===== src/rtl/rv_ctrl_pkg.sv =====
// rtl/rv_ctrl_pkg.sv - shared opcode constants, control bundle types and decode function
package rv_ctrl_pkg;

    localparam logic [6:0] OPC_OPIMM  = 7'b0010011;
    localparam logic [6:0] OPC_OP     = 7'b0110011;
    localparam logic [6:0] OPC_BRANCH = 7'b1100011;
    localparam logic [6:0] OPC_LOAD   = 7'b0000011;
    localparam logic [6:0] OPC_STORE  = 7'b0100011;
    localparam logic [6:0] OPC_OPV    = 7'b1010111;

    typedef enum logic [1:0] {
        ALUOP_MEM = 2'b00,
        ALUOP_BR  = 2'b01,
        ALUOP_R   = 2'b10,
        ALUOP_I   = 2'b11
    } aluop_e;

    typedef struct packed {
        logic [1:0] alu_op;
        logic       alu_src;
        logic       reg_write;
        logic       mem_rd;
        logic       mem_wr;
        logic       mem_to_reg;
        logic       imm_select;
    } ctrl_bundle_t;

    typedef struct packed {
        ctrl_bundle_t ctrl;
        logic         is_vec;
        logic         illegal;
    } decode_t;

    typedef enum logic {
        ST_IDLE = 1'b0,
        ST_VEC  = 1'b1
    } seq_state_e;

    function automatic decode_t decode_op(input logic [6:0] opcode);
        decode_t d;
        d = '0;
        case (opcode)
            OPC_OPIMM: begin
                d.ctrl.alu_op    = ALUOP_I;
                d.ctrl.alu_src   = 1'b1;
                d.ctrl.reg_write = 1'b1;
            end
            OPC_OP: begin
                d.ctrl.alu_op    = ALUOP_R;
                d.ctrl.reg_write = 1'b1;
            end
            OPC_BRANCH: begin
                d.ctrl.alu_op    = ALUOP_BR;
                d.ctrl.alu_src   = 1'b1;
            end
            OPC_LOAD: begin
                d.ctrl.alu_op     = ALUOP_MEM;
                d.ctrl.alu_src    = 1'b1;
                d.ctrl.reg_write  = 1'b1;
                d.ctrl.mem_rd     = 1'b1;
                d.ctrl.mem_to_reg = 1'b1;
            end
            OPC_STORE: begin
                d.ctrl.alu_op     = ALUOP_MEM;
                d.ctrl.alu_src    = 1'b1;
                d.ctrl.mem_wr     = 1'b1;
                d.ctrl.imm_select = 1'b1;
            end
            OPC_OPV: begin
                d.ctrl.alu_op    = ALUOP_MEM;
                d.ctrl.reg_write = 1'b1;
                d.is_vec         = 1'b1;
            end
            default: begin
                // Unknown opcodes take a harmless I-type shape with no side effects
                d.ctrl.alu_op  = ALUOP_I;
                d.ctrl.alu_src = 1'b1;
                d.illegal      = 1'b1;
            end
        endcase
        return d;
    endfunction

endpackage


===== src/rtl/ctrl_decode.sv =====
// rtl/ctrl_decode.sv - combinational opcode to control-bundle decoder
module ctrl_decode
    import rv_ctrl_pkg::*;
(
    input  logic [6:0] op_i,
    output logic [1:0] alu_op_o,
    output logic       alu_src_o,
    output logic       reg_write_o,
    output logic       mem_rd_o,
    output logic       mem_wr_o,
    output logic       mem_to_reg_o,
    output logic       imm_select_o,
    output logic       is_vec_o,
    output logic       illegal_o
);

    decode_t dec;

    assign dec          = decode_op(op_i);
    assign alu_op_o     = dec.ctrl.alu_op;
    assign alu_src_o    = dec.ctrl.alu_src;
    assign reg_write_o  = dec.ctrl.reg_write;
    assign mem_rd_o     = dec.ctrl.mem_rd;
    assign mem_wr_o     = dec.ctrl.mem_wr;
    assign mem_to_reg_o = dec.ctrl.mem_to_reg;
    assign imm_select_o = dec.ctrl.imm_select;
    assign is_vec_o     = dec.is_vec;
    assign illegal_o    = dec.illegal;

endmodule


===== src/rtl/vector_seq_control.sv =====
// rtl/vector_seq_control.sv - registered main control with multi-beat vector sequencer
module vector_seq_control
    import rv_ctrl_pkg::*;
#(
    parameter int VLEN_ELEMS = 4,
    parameter int LANES      = 1,
    localparam int BEATS     = VLEN_ELEMS / LANES,
    localparam int IDX_W     = (VLEN_ELEMS > 1) ? $clog2(VLEN_ELEMS) : 1
) (
    input  logic             clk_i,
    input  logic             rst_i,
    input  logic             valid_i,
    input  logic [6:0]       Op_i,
    input  logic             stall_i,
    input  logic             flush_i,
    output logic [1:0]       ALUOp_o,
    output logic             ALUSrc_o,
    output logic             RegWrite_o,
    output logic             MemRd_o,
    output logic             MemWr_o,
    output logic             MemToReg_o,
    output logic             immSelect_o,
    output logic             VecOp_o,
    output logic [IDX_W-1:0] VecIdx_o,
    output logic             VecLast_o,
    output logic             valid_o,
    output logic             busy_o,
    output logic             illegal_o
);

    localparam int CNT_W = (BEATS > 1) ? $clog2(BEATS) : 1;

    ctrl_bundle_t dec_ctrl;
    logic         dec_vec;
    logic         dec_illegal;

    seq_state_e       state_q;
    logic [CNT_W-1:0] cnt_q;
    ctrl_bundle_t     ctrl_q;
    logic             vec_q;
    logic [IDX_W-1:0] idx_q;
    logic             last_q;
    logic             valid_q;
    logic             illegal_q;

    logic [IDX_W-1:0] idx_d;
    logic             beat_last_d;

    ctrl_decode u_decode (
        .op_i         (Op_i),
        .alu_op_o     (dec_ctrl.alu_op),
        .alu_src_o    (dec_ctrl.alu_src),
        .reg_write_o  (dec_ctrl.reg_write),
        .mem_rd_o     (dec_ctrl.mem_rd),
        .mem_wr_o     (dec_ctrl.mem_wr),
        .mem_to_reg_o (dec_ctrl.mem_to_reg),
        .imm_select_o (dec_ctrl.imm_select),
        .is_vec_o     (dec_vec),
        .illegal_o    (dec_illegal)
    );

    // cnt_q is the index of the beat about to be emitted while in VEC
    assign idx_d       = IDX_W'(cnt_q) * IDX_W'(LANES);
    assign beat_last_d = (cnt_q == CNT_W'(BEATS - 1));

    always_ff @(posedge clk_i) begin
        if (rst_i || flush_i) begin
            state_q   <= ST_IDLE;
            cnt_q     <= '0;
            ctrl_q    <= '0;
            vec_q     <= 1'b0;
            idx_q     <= '0;
            last_q    <= 1'b0;
            valid_q   <= 1'b0;
            illegal_q <= 1'b0;
        end else if (!stall_i) begin
            unique case (state_q)
                ST_IDLE: begin
                    if (valid_i) begin
                        ctrl_q    <= dec_ctrl;
                        vec_q     <= dec_vec;
                        idx_q     <= '0;
                        valid_q   <= 1'b1;
                        illegal_q <= dec_illegal;
                        if (dec_vec && (BEATS > 1)) begin
                            last_q  <= 1'b0;
                            cnt_q   <= CNT_W'(1);
                            state_q <= ST_VEC;
                        end else begin
                            last_q  <= dec_vec;
                            cnt_q   <= '0;
                        end
                    end else begin
                        ctrl_q    <= '0;
                        vec_q     <= 1'b0;
                        idx_q     <= '0;
                        last_q    <= 1'b0;
                        valid_q   <= 1'b0;
                        illegal_q <= 1'b0;
                    end
                end
                ST_VEC: begin
                    // Bundle stays as loaded on accept; only beat position advances
                    valid_q <= 1'b1;
                    idx_q   <= idx_d;
                    last_q  <= beat_last_d;
                    if (beat_last_d) begin
                        cnt_q   <= '0;
                        state_q <= ST_IDLE;
                    end else begin
                        cnt_q   <= cnt_q + CNT_W'(1);
                    end
                end
            endcase
        end
    end

    assign ALUOp_o     = ctrl_q.alu_op;
    assign ALUSrc_o    = ctrl_q.alu_src;
    assign RegWrite_o  = ctrl_q.reg_write;
    assign MemRd_o     = ctrl_q.mem_rd;
    assign MemWr_o     = ctrl_q.mem_wr;
    assign MemToReg_o  = ctrl_q.mem_to_reg;
    assign immSelect_o = ctrl_q.imm_select;
    assign VecOp_o     = vec_q;
    assign VecIdx_o    = idx_q;
    assign VecLast_o   = last_q;
    assign valid_o     = valid_q;
    assign busy_o      = (state_q == ST_VEC);
    assign illegal_o   = illegal_q;

endmodule


===== config.mk =====
export PLATFORM = sky130hd
export DESIGN_NAME = vector_seq_control
export DESIGN_NICKNAME = d
export VERILOG_FILES = /design/src/rtl/rv_ctrl_pkg.sv /design/src/rtl/ctrl_decode.sv /design/src/rtl/vector_seq_control.sv
export SDC_FILE = /design/constraint.sdc
export NUM_CORES = 1
export LEC_CHECK = 0
export ABC_AREA = 1
export CAP_MARGIN = 20
export CORE_MARGIN = 4
export CORE_UTILIZATION = 40
export CTS_BUF_LIST = sky130_fd_sc_hd__clkbuf_8 sky130_fd_sc_hd__clkbuf_16
export CTS_CLUSTER_SIZE = 14
export DETAILED_ROUTE_END_ITERATION = 7
export PLACE_DENSITY = 0.73
export SYNTH_ARGS = -nofsm -noshare
export SYNTH_HDL_FRONTEND = slang
export SYNTH_SLANG_ARGS = --single-unit
export TNS_END_PERCENT = 50

===== constraint.sdc =====
create_clock -name clk_i -period 1.1 [get_ports clk_i]
set_input_delay 0.22 -clock clk_i [delete_from_list [all_inputs] [get_ports clk_i]]
set_output_delay 0.22 -clock clk_i [all_outputs]
set_load 0.03 [all_outputs]

==> impl_metrics.csv <==
group,metric,value,unit
route,wire_per_inst,10.2,um
worst_setup_path,crit_type,"reg2out",
worst_setup_path,cp.arrival,0.80,ns
synth,synth-xor-area-share,0,%
route,first_iter_violations,14,
cts,clock_sinks,15,
sta,max_freq,0.984,GHz
synth,ys_seq_elements,15,
sta,maxSlewViolCount,0,
sta,rsz0062_at_grt,"no",
global_routing,grt_pass1_vias,807,
route,vias,777,
sta,final-hold-violation-count,0,
power,power,1.15,mW
cts,clk_pin_slew,0.06,ns
cells_and_area,drive_gt1_share,33.6,%
synth,synth_top_family_by_area,"simple AND/OR/NAND/NOR gates",
route,dr.pass1.iters,4,
cells_and_area,layout_common_cells,"27 x nand2_1, 21 x buf_4, 15 x a21oi_1",
worst_setup_path,critPathTopFamily,"flip-flops",
route,routed_wl,1710,um
cts,tritoncts,"done",
cts,numCtsBuffers,3,
global_routing,grt_use_total,15.6,%
worst_setup_path,critPathMaxStageDelay,0.38,ns
worst_setup_path,worstSetupStartpointType,"register",
placed_design,place_congestion,0.757,
synth,ys_warn_count,0,
die,coreArea,1750,um^2
cts,cts_root_buffer,"clkbuf_8",
sta,worst_pin_slew,0.318,ns
sta,finalSetupViolations,0,
worst_setup_path,path_cells,"buf_4",
synth,synth_mux_area_share,0,%
cells_and_area,syn2layout_area_growth,48.8,%
synth,netlist.area_leader.share,40.1,%
worst_setup_path,cp_max_fo,4,
route,ant_nets,0,
cells_and_area,nets,157,
die,io_pins,27,
global_routing,grt_pass1_wl,3140,um
global_routing,grt_max_degree,15,
synth,synth_top_cell_by_area,"dfxtp_1",
synth,yosysSeqAreaShare,40.1,%
die,dieArea,2630,um^2
synth,synthAdderAreaFrac,1.67,%
die,die_w,51.3,um
cts,cts_buffer_depth,2,
sta,fin_ws,0.0837,ns
min_path,hp-class,"reg2reg",
sta,fin_skew,0.000597,ns
sta,relSlewSlack,78.8,%
worst_setup_path,critPathBufInv,1,
power,peakVddDrop,883,uV
job,drv_cap,0,
synth,yosys-top-cells-area,"dfxtp_1 40%, nand2_1 15%, a21oi_1 11%",
worst_setup_path,required,0.88,ns
power,leakage,0.481,nW
placed_design,dp_hpwl,1360,um
placed_design,place_ws,-0.372,ns
sta,period_needed,1.02,ns
die,die_h,51.3,um
cts,post_cts_buffers,0,
die,start_util,42.9,%
route,drc_errors,0,
die,rows,15,
global_routing,overflow,0,
synth,syn_area,748,um^2
synth,synth_cell_types,20,
run_status,status,"complete, no violations",
sta,setup_tns,0,ns
power,p_per_area,1040,nW/um^2
synth,synth.avg_cell_area,6.74,um^2
synth,synth_compound_area_share,16.4,%
synth,syn-num-nets,124,
worst_setup_path,reg2reg_setup_slack,0.12,ns
cells_and_area,diodes,0,
cts,cts_max_level,1,
sta,period_share,92.4,%
synth,synth_cells,111,
cts,clock_latency,0.25,ns
cells_and_area,n_fill_cell,167,
route,drt-vias-per-instance,4.63,
synth,yosys.area_share.simple,30.8,%
placed_design,portBuffers,26,
worst_setup_path,worst_path_max_delay_cell,"dfxtp_2",
global_routing,antenna_found_initial,0,
cts,cts_hold_repair.buffers,0,
cells_and_area,mostFrequentLayoutCell,"nand2_1",
worst_setup_path,critPathCaptureType,"output pin",
==> cell type report <==
class	count	area (um^2)	area share, %
clock buffers	3	41.3	3.71
clock inverters	1	5.00	0.449
inverters	14	52.6	4.72
multi-input cells	78	424	38.1
flip-flops and latches	15	302	27.1
well taps	25	31.3	2.81
repair buffers	32	258	23.1
==> logic make-up (layout without fill, tap and decap cells) <==
group / after synthesis / in the layout
flops: 15 / 15
buf+inv: 18 / 50
compound gates: 23 / 23
simple gates: 54 / 54
fa+ha+maj: 1 / 1
==> synthesized netlist by cell type <==
master,instances
nand2_1,29
buf_6,1
o211ai_1,1
inv_2,3
nor2_2,3
dfxtp_1,15
clkbuf_1,1
nand3_1,7
buf_4,2
nor2_1,12
nor3_1,1
a21boi_1,1
a21boi_0,1
ha_1,1
o21ai_1,1
inv_1,11
o21ai_0,3
a21oi_1,16
nor2_4,1
nand2_2,1
==> power breakdown <==
| part | switching, mW | leakage, nW | internal (mW) |
|---|---|---|---|
| clock | 0.190 | 0.0255 | 0.251 |
| combinational | 0.0908 | 0.334 | 0.0679 |
| sequential | 0.00403 | 0.122 | 0.550 |
| total | 0.285 | 0.481 | 0.869 |
==> routing by layer <==
metal	part of all wire [%]	vias to the layer above	global-route usage [%]
met5	0	-	0
met3	5.5	2	5.25
li1	-	416	-
met2	46	20	26.2
met1	47	339	18.0
met4	1.3	0	6.55
==> what timing repair did <==
item                                   CTS  global route
pin swaps                                9             0
endpoints found under the hold margin    0             0
cloned                                   0             0
setup endpoints to repair               10             2
resized for setup                       26             2
==> stage by stage <==
step / cells / hold WS (ns) / util, % / area, um^2
6_report: 168 / 0.459 / 63.8 / 1110
5_1_grt: 168 / 0.478 / 63.8 / 1110
4_1_cts: 168 / 0.463 / 63.6 / 1110
3_5_place_dp: 164 / 0.456 / 58.4 / 1020
3_3_place_gp: 164 / 0.454 / 58.4 / 1020
2_1_floorplan: 111 / 0.391 / - / 749
==> path summary, 6_finish.rpt <==
| kind | startpoint | to | cells after the start |
|---|---|---|---|
| max reg2reg | cnt_q[0] | busy_o | 4 |
| max | busy_o | busy_o | 1 |
| min reg2reg | ALUSrc_o | ALUSrc_o | 2 |
| min | ALUSrc_o | ALUSrc_o | 2 |
No activity file was read; power rests on OpenSTA's default activity.
